===== src/rtl/fpadd_result_reader.sv =====
`default_nettype none
// ============================================================================
// fpadd_result_reader : launches operands to the FP adder, samples the packed
// Result after a fixed settle time and returns it decoded with its tag.
// Revision: 1.0
// ============================================================================
module fpadd_result_reader #(
    parameter int SETTLE_CYCLES = 1,
    parameter int TAG_W         = 4
) (
    input  logic             clk,
    input  logic             reset,
    input  logic             in_valid,
    output logic             in_ready,
    input  logic [31:0]      in_a,
    input  logic [31:0]      in_b,
    input  logic [TAG_W-1:0] in_tag,
    output logic [31:0]      bus_a,
    output logic [31:0]      bus_b,
    input  logic [31:0]      bus_result,
    output logic             out_valid,
    input  logic             out_ready,
    output logic [31:0]      out_result,
    output logic [TAG_W-1:0] out_tag,
    output logic             out_sign,
    output logic [7:0]       out_exp,
    output logic [22:0]      out_mant,
    output logic             out_is_nan,
    output logic             out_is_inf,
    output logic             out_is_zero,
    output logic             out_is_sub,
    output logic             busy
);

    localparam int CW = $clog2(SETTLE_CYCLES) + 1;
    localparam logic [CW-1:0] C_CNT_INIT = CW'(SETTLE_CYCLES - 1);

    if (SETTLE_CYCLES < 1) begin : g_bad_settle
        $error("fpadd_result_reader: SETTLE_CYCLES must be >= 1");
    end

    typedef enum logic [1:0] {
        ST_IDLE   = 2'd0,
        ST_SETTLE = 2'd1,
        ST_RESP   = 2'd2
    } state_t;

    state_t             r_state;
    state_t             w_state_nxt;
    logic [CW-1:0]      r_cnt;
    logic [31:0]        r_bus_a;
    logic [31:0]        r_bus_b;
    logic [TAG_W-1:0]   r_tag;
    logic [31:0]        r_result;
    logic [TAG_W-1:0]   r_out_tag;
    logic               r_out_valid;
    logic               r_is_nan;
    logic               r_is_inf;
    logic               r_is_zero;
    logic               r_is_sub;

    logic               w_ready;
    logic               w_accept;
    logic               w_capture;
    logic               w_release;
    logic               w_exp_max;
    logic               w_exp_min;
    logic               w_mant_nz;

    always_comb begin
        w_state_nxt = r_state;
        w_ready     = 1'b0;
        w_capture   = 1'b0;
        w_release   = 1'b0;
        case (r_state)
            ST_IDLE: begin
                w_ready = 1'b1;
                if (in_valid) begin
                    w_state_nxt = ST_SETTLE;
                end
            end
            ST_SETTLE: begin
                if (r_cnt == '0) begin
                    w_capture   = 1'b1;
                    w_state_nxt = ST_RESP;
                end
            end
            ST_RESP: begin
                if (out_ready) begin
                    w_ready     = 1'b1;
                    w_release   = 1'b1;
                    w_state_nxt = in_valid ? ST_SETTLE : ST_IDLE;
                end
            end
            default: begin
                w_state_nxt = ST_IDLE;
            end
        endcase
    end

    assign w_accept  = in_valid && w_ready;

    // Classification of the live adder output; registered only on capture.
    assign w_exp_max = (bus_result[30:23] == 8'hFF);
    assign w_exp_min = (bus_result[30:23] == 8'h00);
    assign w_mant_nz = (bus_result[22:0] != 23'd0);

    always_ff @(posedge clk) begin
        if (reset) begin
            r_state <= ST_IDLE;
        end else begin
            r_state <= w_state_nxt;
        end
    end

    always_ff @(posedge clk) begin
        if (reset) begin
            r_cnt       <= '0;
            r_bus_a     <= '0;
            r_bus_b     <= '0;
            r_tag       <= '0;
            r_result    <= '0;
            r_out_tag   <= '0;
            r_out_valid <= 1'b0;
            r_is_nan    <= 1'b0;
            r_is_inf    <= 1'b0;
            r_is_zero   <= 1'b0;
            r_is_sub    <= 1'b0;
        end else begin
            if (w_accept) begin
                r_bus_a <= in_a;
                r_bus_b <= in_b;
                r_tag   <= in_tag;
                r_cnt   <= C_CNT_INIT;
            end else if (r_state == ST_SETTLE && !w_capture) begin
                r_cnt <= r_cnt - CW'(1);
            end

            if (w_capture) begin
                r_result    <= bus_result;
                r_out_tag   <= r_tag;
                r_out_valid <= 1'b1;
                r_is_nan    <= w_exp_max && w_mant_nz;
                r_is_inf    <= w_exp_max && !w_mant_nz;
                r_is_zero   <= w_exp_min && !w_mant_nz;
                r_is_sub    <= w_exp_min && w_mant_nz;
            end else if (w_release) begin
                r_out_valid <= 1'b0;
            end
        end
    end

    assign in_ready    = w_ready;
    assign bus_a       = r_bus_a;
    assign bus_b       = r_bus_b;
    assign out_valid   = r_out_valid;
    assign out_result  = r_result;
    assign out_tag     = r_out_tag;
    assign out_sign    = r_result[31];
    assign out_exp     = r_result[30:23];
    assign out_mant    = r_result[22:0];
    assign out_is_nan  = r_is_nan;
    assign out_is_inf  = r_is_inf;
    assign out_is_zero = r_is_zero;
    assign out_is_sub  = r_is_sub;
    assign busy        = (r_state != ST_IDLE);

endmodule
`default_nettype wire


===== config.mk =====
export PLATFORM = sky130hd
export DESIGN_NAME = fpadd_result_reader
export DESIGN_NICKNAME = d
export VERILOG_FILES = /design/src/rtl/fpadd_result_reader.sv
export SDC_FILE = /design/constraint.sdc
export NUM_CORES = 1
export LEC_CHECK = 0
export ABC_AREA = 1
export CORE_UTILIZATION = 39
export CTS_BUF_LIST = sky130_fd_sc_hd__clkbuf_8
export CTS_CLUSTER_SIZE = 40
export DETAILED_ROUTE_END_ITERATION = 10
export PLACE_DENSITY = 0.88
export SYNTH_ARGS = -nofsm -noshare
export SYNTH_HDL_FRONTEND = slang
export SYNTH_SLANG_ARGS = --single-unit

===== constraint.sdc =====
create_clock -name clk -period 1.46 [get_ports clk]
set_input_delay 0.292 -clock clk [delete_from_list [all_inputs] [get_ports clk]]
set_output_delay 0.292 -clock clk [all_outputs]
set_load 0.02 [all_outputs]

# Yosys cells after proc, flatten, opt, wreduce, memory -nomap -nowiden
# Cells that the tools add are included.
[totals]
mem_count = 0
input_bits = 104
register_bits = 112
latch_bits = 0
word_cells = 46
ramBits = 0
romBits = 0
[op_classes]
shift = 0
multipliers = 0
mux = 12
add_sub_neg = 1
n_reduce_logical = 15
magnitude_cmp = 0
div = 0
eq_ne = 6
bitwise = 0
[op_table]
columns = ["op", "n"]
rows = [
  ["$reduce_bool 23->1", 1],
  ["$eq 8x8->1 const B", 1],
  ["$logic_not 8->1", 1],
  ["$mux 1", 7],
  ["$logic_and 1x1->1", 6],
  ["$mux 2", 3],
  ["$ne 2x2->1 const B", 3],
  ["$pmux 2 s3", 1],
  ["$reduce_bool 2->1", 2],
  ["$reduce_and 3->1", 1],
  ["$eq 2x1->1 const B", 1],
  ["$eq 2x2->1 const B", 1],
  ["$logic_not 1->1", 2],
  ["$logic_not 2->1", 1],
  ["$pmux 1 s2", 1],
  ["$reduce_or 2->1", 1],
  ["$sub 1x1->1 const B", 1],
]

# Longest topological paths before layout
# Gate-level depths: netlist of run 1.
[depth]
ltp_word = 4
mapped_depth = 9
mapped_depth_nobuf = 8

# Worst setup path after synthesis of run 1
# No wires, ideal clock.
[synth_timing]
path_type = "flip-flop to flip-flop"
start = "register r_state[1]"
end = "register r_bus_b[21], in the netlist bus_b[21]"
setup_time_ps = 116
path_slack_ps = 23
arrival_ps = 1321
path_stages_with_launch = 10
period_less_slack_ps = 1437
cell_sequence = "dfxtp_1 -> inv_1 -> nand2_1 -> nand2_2 -> nand2_4 -> inv_4 -> buf_6 -> buf_8 -> nor2_1 -> nor2_1"
[synth_between]
elab_chain_len = 3
elab_cells_between_ends = 4
classes_between = "1 x eq/ne; 1 x mux; 2 x reduce/logical"
[synth_rtl]
columns = ["item", "line_no", "text"]
rows = [
  ["start: declaration", "48", "state_t r_state;"],
  ["start signal: assignment", "112", "r_state <= w_state_nxt;"],
  ["$eq 2x2->1 / $logic_not 2->1 (equally long branches)", "75", "case (r_state)"],
  ["$pmux 1 s2 *", "75", ""],
  ["named net in_ready", "14", "output logic in_ready,"],
  ["$logic_and 1x1->1 *", "101", "assign w_accept = in_valid && w_ready;"],
  ["end signal: assignment", "132", "r_bus_b <= in_b;"],
  ["end: declaration", "52", "logic [31:0] r_bus_b;"],
]
# The timed path passes the listed nets; every way through them passes the cells marked *.
# A chain may end at the register's enable or synchronous reset.

# Worst setup path in the final report of run 1
[layout_timing]
start = "register r_result[22], in the netlist out_result[22]"
end = "output out_mant[22]"
[layout_lines]
columns = ["item", "line_no", "text"]
rows = [
  ["start: declaration", "54", "logic [31:0] r_result;"],
  ["start signal: assignment", "140", "r_result <= bus_result;"],
  ["end: declaration", "27", "output logic [22:0] out_mant,"],
]
# No word-level cell between the ends.

==> key figures, run 1 <==
Outcome
  – Status: finished clean

Power
  – VDD IR-drop max: approximately 610 uV
  – Post-route total power: 6.88 mW
  – Power per Cell Area: between 1000 and 1500 mW/mm^2
  – Leak: approximately 3.2 nW

Die
  – Rows: 37
  – Die area: 0.0114 mm^2
  – Chip Height: about 110 um
  – # IOs: 243
  – Core box area: about 0.011 mm^2
  – Die W: between 100 and 150 um
  – Starting density of the core: 0.408

Finish
  – Fill count: 892
  – Antenna diodes: 0
  – Most frequent cells in the layout: nor2_1, dlygate4sd2_1, dfxtp_1
  – Share of layout cells above drive strength 1: 0.0648
  – Commonest non-fill, non-tap cell in the layout: nor2_1
  – Layout Cells excl Fill: 908
  – # nets final: just under 900
  – Area Overhead vs Synth: 57.7%

Clock tree
  – Clock Latency Late Sink: 0.35 ns
  – Root Driver: clkbuf_8
  – Num CTS Buffers: 9
  – CTS Hold Bufs: 0
  – Clk slew on worst S/H paths: ~0.09 ns
  – Clock sink total: 112
  – CTS tree: done
  – # H-tree levels: 3
  – CTS max path bufs: 2

Yosys
  – YS warnings: 0
  – Unique cell type count in the Yosys netlist: 24
  – Synthesized area: ~0.0043 mm^2
  – Synth Area per Inst: 7.72 um^2
  – Flops & latches, synth: about 110
  – Register area share after synthesis: 0.523
  – Syn nets: between 600 and 700
  – Synthesized instance count: roughly 560

Worst setup path
  – Capturing point of the worst reg2reg path: bus_b[1]
  – Worst EP arrival: roughly 1.1 ns
  – Top Family by Delay on Critical Path: flip-flops
  – CP Class: flop to primary output
  – CP cell instances: dlygate4sd2_1
  – CP max stage delay: between 0.4 and 0.5 ns
  – Element type at the critical path end: primary output
  – R2r startpoint: r_state[1]
  – Slowest stage cell on the critical path: dfxtp_1
  – Worst reg2reg path depth: 9
  – Crit start category: flop
  – Reg2Reg Setup Slack: around 0.10 ns
  – Crit path max fanout: 3
  – Buffers & Inverters on Critical Path: 1
  – WP data required: 1.17 ns

Drt
  – Via density: between 4 and 5
  – Via Count: between 4000 and 5000
  – First drt pass iteration count: 4
  – Initial DRC Count: 190
  – Avg WL per Cell: roughly 14 um
  – Detail Route Antenna Nets: 0
  – DRC Markers: 0
  – DRT Wirelength: between 10 and 15 mm

Timing
  – Final Max Tran Viols: 0
  – Final setup fails: 0
  – Worst Clk Skew: between 0.006 and 0.007 ns
  – Actual slew at the worst max-slew pin: around 0.35 ns
  – Final Critical Period: about 1.4 ns
  – Rel. slew slack: 0.766
  – Final hold violations: 0
  – RSZ-0062 raised after global routing: yes
  – Final worst path period share: 0.975
  – Max frequency: about 700 MHz
  – Fin worst setup slack: ~0.037 ns

GRT
  – Overflow left after global routing: 0
  – Number of global-route vias before repair: 4149
  – Total GRT Usage: 0.213
  – Initial antenna violation count: 0
  – Largest net degree at the start of global routing: around 60
  – Global-route wire length before repair: about 19 mm

Min path
  – Worst Hold Class: flop to flop
  – Hold path depth: 2
  – Min-Delay Endpoint: out_is_zero
  – Hold Crit Start: out_is_zero

Place
  – Post-DP HPWL: 9.32 mm
  – IO buf count: between 200 and 250
  – Setup WS pre-CTS: -0.409 ns
  – Placed cell count: slightly below 900
  – Gp weighted congestion: 0.828

Run
  – Max cap viols: 0
synth_stat cells (all sizes together):
cell type | count | area [um^2]
nor2 | 157 | 597
dfxtp | 112 | 2240
nand2 | 79 | 309
o21ai | 76 | 380
buf | 53 | 372
a21oi | 42 | 210
inv | 16 | 62.6
clkbuf | 12 | 47.6
nand3 | 3 | 15.0
nor3 | 2 | 10.0
nand3b | 1 | 7.51
nor4 | 1 | 21.3
o211a | 1 | 10.0
area by class of cell:
| class | instances | area [um^2] | share of cell area |
|---|---|---|---|
| Timing Repair Buffer | 267 | 2530 | 0.374 |
| Sequential cell | 112 | 2240 | 0.332 |
| Multi-Input combinational cell | 362 | 1570 | 0.232 |
| Tap cell | 136 | 170 | 0.0252 |
| Clock buffer | 10 | 138 | 0.0204 |
| Inverter | 16 | 62.6 | 0.00926 |
| Clock inverter | 5 | 48.8 | 0.00722 |
cells by family (layout without fill, tap and decap cells):
family / Yosys count / after routing / share of synthesized area
and+or+nand+nor: 243 / 243 / 0.224
AOI/OAI and AO/OA: 119 / 119 / 0.140
DFF: 112 / 112 / 0.523
buffers and inverters: 81 / 298 / 0.112
repair_timing:
action                                  4_1_cts  5_1_grt
setup buffers                                 0        2
gates resized for setup                     145        7
cloned                                        0        1
endpoints found under the setup margin      140       71
metrics by stage:
step	utilization	cell area [um^2]	hold WS, ns	setup TNS, ns
global placement	0.636	6690	0.452	-17.49
global route	0.643	6760	0.485	-0.0147
floorplan	-	4280	0.419	0
finish	0.643	6760	0.471	0
CTS	0.638	6700	0.469	0
detailed placement	0.636	6690	0.457	-21.08
metal layers:
layer | vias up | wire length, um | GRT usage
met3 | 17 | 1170 | 0.0778
met4 | 0 | 209 | 0.0705
met2 | 200 | 6540 | 0.391
met5 | - | 0 | 0
met1 | 2008 | 4700 | 0.222
li1 | 2149 | - | -
worst max-delay path by stage:
stage	start	end	slack, ns	depth (start not counted)
2_1_floorplan	r_state[1]	bus_b[21]	0.02	9
3_3_place_gp	out_ready	in_ready	-0.40	4
3_5_place_dp	out_ready	in_ready	-0.41	4
4_1_cts	r_state[1]	busy	0.0007	3
5_1_grt	out_result[22]	out_mant[22]	-0.008	1
6_report	out_result[22]	out_mant[22]	0.04	1
registers in the layout, summed over array words and instances, names as in the netlist:
| signal | cells |
|---|---|
| bus_b | 32 |
| out_is_nan | 1 |
| out_result | 32 |
| bus_a | 32 |
| out_valid | 1 |
| out_is_sub | 1 |
| r_cnt | 1 |
| r_state | 2 |
| out_tag | 4 |
| r_tag | 4 |
| out_is_inf | 1 |
| out_is_zero | 1 |
power breakdown:
group	switching (mW)	internal, mW	total [mW]
sequential	0.127	3.29	3.41
combinational	0.917	0.757	1.67
clock	0.970	0.818	1.79
Power figures use the tool's default switching activity.
==> run 2: changes to the inputs <==
==> constraint.sdc (replaced) <==
create_clock -name clk -period 1.5 [get_ports clk]
set_input_delay 0.3 -clock clk [delete_from_list [all_inputs] [get_ports clk]]
set_output_delay 0.3 -clock clk [all_outputs]
set_load 0.02 [all_outputs]
==> key figures, run 2 (same netlist as run 1, synthesis figures left out) <==
Power
  – P_int: 4.52 mW (-7.1%)
  – VDD IR-drop max: 558 uV (-8.7%)
  – Power per Cell Area: 973 mW/mm^2 (-4.4%)
  – Leak: 3.17 nW (-1.1%)
  – Switching Power: 2.01 mW (-0.34%)
  – Part of the power in combinational logic: 0.247 (+0.004)
  – Switching Fraction: 0.308 (+0.0148)
  – Clock share of power: 0.244 (-0.016)
  – Reg power frac: 0.509 (+0.012)

Worst setup path
  – Crit start category: input pin
  – Element type at the critical path end: primary output
  – Worst reg2reg path depth: 8 (-1)
  – CP Class: input pin to primary output
  – Crit path max fanout: 2 (-1)
  – WP data required: 1.20 ns (+0.03 ns)
  – Worst EP arrival: 1.12 ns (about the same)

Clock tree
  – Root Driver: clkbuf_8
  – CTS tree: done
  – Clk slew on worst S/H paths: 0.10 ns (about the same)
  – Clock sink total: 112 (unchanged)
  – Clock Latency Late Sink: 0.36 ns (about the same)
  – Setup Buffers After CTS: 0 (unchanged)
  – CTS max path bufs: 2 (unchanged)
  – # H-tree levels: 3 (unchanged)
  – Num CTS Buffers: 9 (unchanged)
  – CTS Hold Bufs: 0 (unchanged)

Timing
  – Worst Clk Skew: 0.0115 ns (+0.00472 ns)
  – Final worst path period share: 0.948
  – RSZ-0062 raised after global routing: no
  – Rel. slew slack: 0.786 (+0.0205)
  – Final Max Tran Viols: 0 (unchanged)
  – Final setup fails: 0 (unchanged)
  – Final Critical Period: between 1 and 1.5 ns
  – Max frequency: between 700 and 800 MHz
  – Actual slew at the worst max-slew pin: 0.320 ns (-0.0308 ns)
  – Final hold violations: 0 (unchanged)
  – Setup TNS: 0 ns (unchanged)

Drt
  – First drt pass iteration count: 6 (+2)
  – Detail Route Antenna Nets: 0 (unchanged)
  – Avg WL per Cell: 13.7 um (-1.4%)
  – Via Count: 4369 (-0.11%)
  – Via density: 4.83 (+0.33%)
  – Initial DRC Count: 256 (+35%)
  – DRC Markers: 0 (unchanged)
  – DRT Wirelength: 12.4 mm (-1.8%)

Finish
  – Antenna diodes: 0 (unchanged)
  – Commonest non-fill, non-tap cell in the layout: nor2_1
  – Fill count: 901 (+1.0%)
  – Share of layout cells above drive strength 1: 0.0625 (-0.00227)
  – Final Cell Area: 0.00671 mm^2 (-0.74%)
  – Layout Cells excl Fill: 904 (-0.44%)
  – Most frequent cells in the layout: nor2_1, dlygate4sd2_1, dfxtp_1
  – Area Overhead vs Synth: 56.5%
  – # nets final: 868 (-0.46%)

Place
  – IO buf count: 242 (unchanged)
  – Gp weighted congestion: 0.840 (+1.5%)
  – Placed cell count: 888 (-0.22%)
  – Placed instance area: 0.00668 mm^2 (about the same)
  – Post-DP HPWL: 9.20 mm (-1.2%)

GRT
  – Number of global-route vias before repair: 4261 (+2.7%)
  – Largest net degree at the start of global routing: 61 (unchanged)
  – Global-route wire length before repair: 19.6 mm (+1.5%)
  – Total GRT Usage: 0.215 (+0.00214)
  – Initial antenna violation count: 0 (unchanged)
  – Overflow left after global routing: 0 (unchanged)

Min path
  – Worst Hold Class: flop to flop
  – Hold path depth: 2 (unchanged)

Die
  – Die area: 0.0114 mm^2 (unchanged)
  – Chip Height: 107 um (unchanged)
  – Die W: 107 um (unchanged)
  – Rows: 37 (unchanged)
  – Starting density of the core: 0.408 (unchanged)
  – Core box area: 0.0105 mm^2 (unchanged)
  – # IOs: 243 (unchanged)

Outcome
  – Status: finished clean

Run
  – Max cap viols: 0 (unchanged)
==> run 2: power by group through the flow <==
stage	clock [mW]	sequential (mW)	combinational, mW
after floorplan	0	3.65	0.616
after global placement	0	3.39	1.74
after detailed placement	0	3.40	1.78
after CTS	1.63	3.32	1.60
after global routing	1.75	3.35	1.75
final	1.59	3.32	1.61
==> run 2: timing repair <==
item	4_1_cts	5_1_grt
resized for setup	144	5
setup endpoints to repair	140	17
gates cloned	0	1
==> run 2: per-stage QoR <==
step                hold WS (ns)  utilization  setup slack, ns  power [mW]
CTS                        0.471        0.635          0.00192        6.55
floorplan                  0.427            -           0.0629        4.26
global route               0.497        0.638          0.00521        6.86
global placement           0.452        0.636           -0.372        5.13
finish                     0.471        0.638           0.0787        6.52
detailed placement         0.457        0.636           -0.357        5.18
==> run 2: worst max-delay path, cell delays in order <==
cell and delay, ns:
clkdlybuf4s50_1 0.47, nand3_1 0.11, nand2_2 0.08, buf_2 0.16
==> run 2: routing by layer <==
layer | share of wire | vias to the layer above | wire length [um] | GRT usage
met2 | 0.51 | 228 | 6290 | 0.397
met3 | 0.094 | 21 | 1160 | 0.0650
met4 | 0.022 | 0 | 274 | 0.0910
met1 | 0.38 | 1975 | 4660 | 0.224
li1 | - | 2145 | - | -
met5 | 0 | - | 0 | 0
==> run 2: area by class of cell <==
cell class,instances,area [um^2],share of cell area
inverter,16,67.6,0.0101
clock inverter,6,37.5,0.00560
sequential,112,2240,0.334
timing repair buffer,263,2490,0.371
clock buffer,9,124,0.0185
multi-input combinational,362,1570,0.235
tap,136,170,0.0254
==> run 2: worst paths after layout <==
kind	from	end	slack, ns
max	out_ready	in_ready	0.08
min	out_is_zero	out_is_zero	0.47
max reg2reg	r_state[0]	out_result[7]	0.12
min reg2reg	out_is_zero	out_is_zero	0.47
==> run 3: changes to the inputs <==
--- a/config.mk
+++ b/config.mk
@@ -6,11 +6,11 @@
 export NUM_CORES = 1
 export LEC_CHECK = 0
 export ABC_AREA = 1
-export CORE_UTILIZATION = 39
+export CORE_UTILIZATION = 42
 export CTS_BUF_LIST = sky130_fd_sc_hd__clkbuf_8
 export CTS_CLUSTER_SIZE = 40
 export DETAILED_ROUTE_END_ITERATION = 10
-export PLACE_DENSITY = 0.88
+export PLACE_DENSITY = 0.93
 export SYNTH_ARGS = -nofsm -noshare
 export SYNTH_HDL_FRONTEND = slang
 export SYNTH_SLANG_ARGS = --single-unit
==> constraint.sdc (replaced) <==
create_clock -name clk -period 1.7 [get_ports clk]
set_input_delay 0.34 -clock clk [delete_from_list [all_inputs] [get_ports clk]]
set_output_delay 0.34 -clock clk [all_outputs]
set_load 0.02 [all_outputs]
==> key figures, run 3 (same netlist as run 1, synthesis figures left out) <==
Power
  – Clock share of power: 0.256 (+0.012)
  – Reg power frac: 0.492 (-0.017)
  – Switching Power: 1.74 mW (-13%)
  – Switching Fraction: 0.291 (-0.0167)
  – VDD IR-drop max: 608 uV (+8.9%)
  – Leak: 3.92 nW (+24%)
  – Power per Cell Area: 860 mW/mm^2 (-12%)
  – Part of the power in combinational logic: 0.252 (+0.005)
  – P_int: 4.24 mW (-6.2%)

Finish
  – Area Overhead vs Synth: 62.1%
  – Sequential cell area: 0.00224 mm^2 (about the same)
  – # nets final: 863 (-0.58%)
  – Antenna diodes: 0 (unchanged)
  – Fill count: 714 (-21%)
  – Final Cell Area: 0.00695 mm^2 (+3.6%)
  – Most frequent cells in the layout: nor2_1, clkdlybuf4s50_1, dfxtp_1
  – Share of layout cells above drive strength 1: 0.0524 (-0.0101)
  – Commonest non-fill, non-tap cell in the layout: nor2_1
  – Area of the multi-input gates: 0.00156 mm^2 (-0.87%)

Drt
  – Via Count: 4418 (+1.1%)
  – Detail Route Antenna Nets: 0 (unchanged)
  – Initial DRC Count: 111 (-57%)
  – Via density: 4.93 (+2.0%)
  – Avg WL per Cell: 14.9 um (+9.0%)
  – First drt pass iteration count: 7 (+1)
  – DRT Wirelength: 13.4 mm (+8.0%)
  – DRC Markers: 0 (unchanged)

Timing
  – Final Critical Period: ~1.7 ns
  – Actual slew at the worst max-slew pin: 0.390 ns (+0.0692 ns)
  – Rel. slew slack: 0.740 (-0.0461)
  – Worst Clk Skew: 0.0106 ns (-0.000912 ns)
  – Final hold violations: 0 (unchanged)
  – Max frequency: roughly 600 MHz
  – Final Max Tran Viols: 0 (unchanged)
  – Final worst path period share: 0.978
  – Final setup fails: 0 (unchanged)
  – Setup TNS: 0 ns (unchanged)

Worst setup path
  – CP Class: flop to primary output
  – Capturing point of the worst reg2reg path: bus_a[23]
  – Crit start category: flop
  – Element type at the critical path end: primary output
  – Buffers & Inverters on Critical Path: 1 (-1)
  – CP max stage delay: 0.61 ns (+0.14 ns)
  – Crit path max fanout: 2 (unchanged)
  – R2r startpoint: r_state[0]
  – Reg2Reg Setup Slack: 0.28 ns (+0.16 ns)
  – Slowest stage cell on the critical path: clkdlybuf4s50_1
  – Top Family by Delay on Critical Path: buffers and inverters
  – Worst reg2reg path depth: 8 (unchanged)
  – WP data required: 1.36 ns (+0.16 ns)
  – CP cell instances: clkdlybuf4s50_1
  – Worst EP arrival: 1.32 ns (+0.20 ns)

GRT
  – Number of global-route vias before repair: 4256 (-0.12%)
  – Initial antenna violation count: 0 (unchanged)
  – Total GRT Usage: 0.241 (+0.0258)
  – Overflow left after global routing: 0 (unchanged)
  – Global-route wire length before repair: 19.5 mm (-0.57%)
  – Largest net degree at the start of global routing: 47 (-23%)

Clock tree
  – # H-tree levels: 3 (unchanged)
  – Num CTS Buffers: 9 (unchanged)
  – Clock sink total: 112 (unchanged)
  – Clk slew on worst S/H paths: 0.09 ns (about the same)
  – Root Driver: clkbuf_8
  – Clock Latency Late Sink: 0.36 ns (about the same)
  – CTS max path bufs: 2 (unchanged)
  – CTS Hold Bufs: 0 (unchanged)
  – CTS tree: done

Die
  – Die area: 0.0106 mm^2 (-7.0%)
  – # IOs: 243 (unchanged)
  – Rows: 36 (-2.7%)
  – Starting density of the core: 0.436 (+0.0286)
  – Die W: 103 um (-3.6%)
  – Chip Height: 103 um (-3.6%)
  – Core box area: 0.00982 mm^2 (-6.6%)

Place
  – IO buf count: 242 (unchanged)
  – Post-DP HPWL: 9.99 mm (+8.6%)
  – Gp weighted congestion: 0.828 (-1.5%)
  – Placed instance area: 0.00665 mm^2 (-0.51%)

Outcome
  – Status: finished clean

Min path
  – Hold path depth: 2 (unchanged)
  – Hold Crit Start: r_tag[2]
  – Worst Hold Class: flop to flop
  – Min-Delay Endpoint: out_tag[2]

Run
  – Max cap viols: 0 (unchanged)
-- run 3: changes by cell type in the layout (fill, tap and decap cells not counted), moves of 2 or more --
cell and change:
clkdlybuf4s50_1 +21, buf_4 -4, dlygate4sd2_1 -89, nor2_1 +2, dlymetal6s2s_1 +69, inv_6 -2, nor2_2 -2
-- run 3: metrics by stage --
stage | power (mW) | util | setup slack [ns] | hold WS (ns) | instances
after floorplan | 3.76 | - | 0.263 | 0.440 | 555
after global placement | 4.52 | 0.677 | -0.245 | 0.449 | 881
after detailed placement | 4.59 | 0.677 | -0.257 | 0.461 | 881
after CTS | 6.04 | 0.690 | 0.0000306 | 0.473 | 896
after global routing | 6.26 | 0.707 | -0.0127 | 0.491 | 896
final | 5.98 | 0.707 | 0.0378 | 0.469 | 896
-- run 3: power groups by stage --
stage	registers, mW	logic, mW	clock network (mW)
global route	2.96	1.62	1.67
floorplan	3.22	0.543	0
detailed placement	3.00	1.58	0
global placement	2.99	1.53	0
CTS	2.94	1.54	1.56
finish	2.94	1.51	1.53
-- run 3: worst max-delay path by stage --
stage | startpoint | end | slack, ns | depth (start not counted)
final | bus_a[13] | bus_a[13] | 0.04 | 1
after global routing | bus_a[2] | bus_a[2] | -0.01 | 1
after CTS | bus_a[14] | bus_a[14] | 0.00003 | 1
after detailed placement | out_ready | in_ready | -0.26 | 4
after global placement | out_ready | in_ready | -0.24 | 4
after floorplan | r_state[1] | bus_b[21] | 0.26 | 9
-- run 3: timing repair --
item / in CTS / in global routing
gates resized for setup: 50 / 71
buffers inserted: 0 / 0
pin swaps: 0 / 0
endpoints found under the setup margin: 50 / 70
-- run 3: final cells by class --
type | instances | share of cell area
clock buffers | 10 | 0.0198
clock inverters | 5 | 0.00721
inverters | 16 | 0.00901
multi-input cells | 362 | 0.225
flip-flops and latches | 112 | 0.323
well taps | 133 | 0.0240
repair buffers | 258 | 0.392
-- run 3: metal layers --
layer	share of wire	global-route usage	wire length, um	vias up
met4	0.026	0.126	346	0
met3	0.095	0.0712	1270	29
li1	-	-	-	2144
met1	0.36	0.235	4770	2031
met2	0.52	0.455	6990	214
met5	0	0	0	-
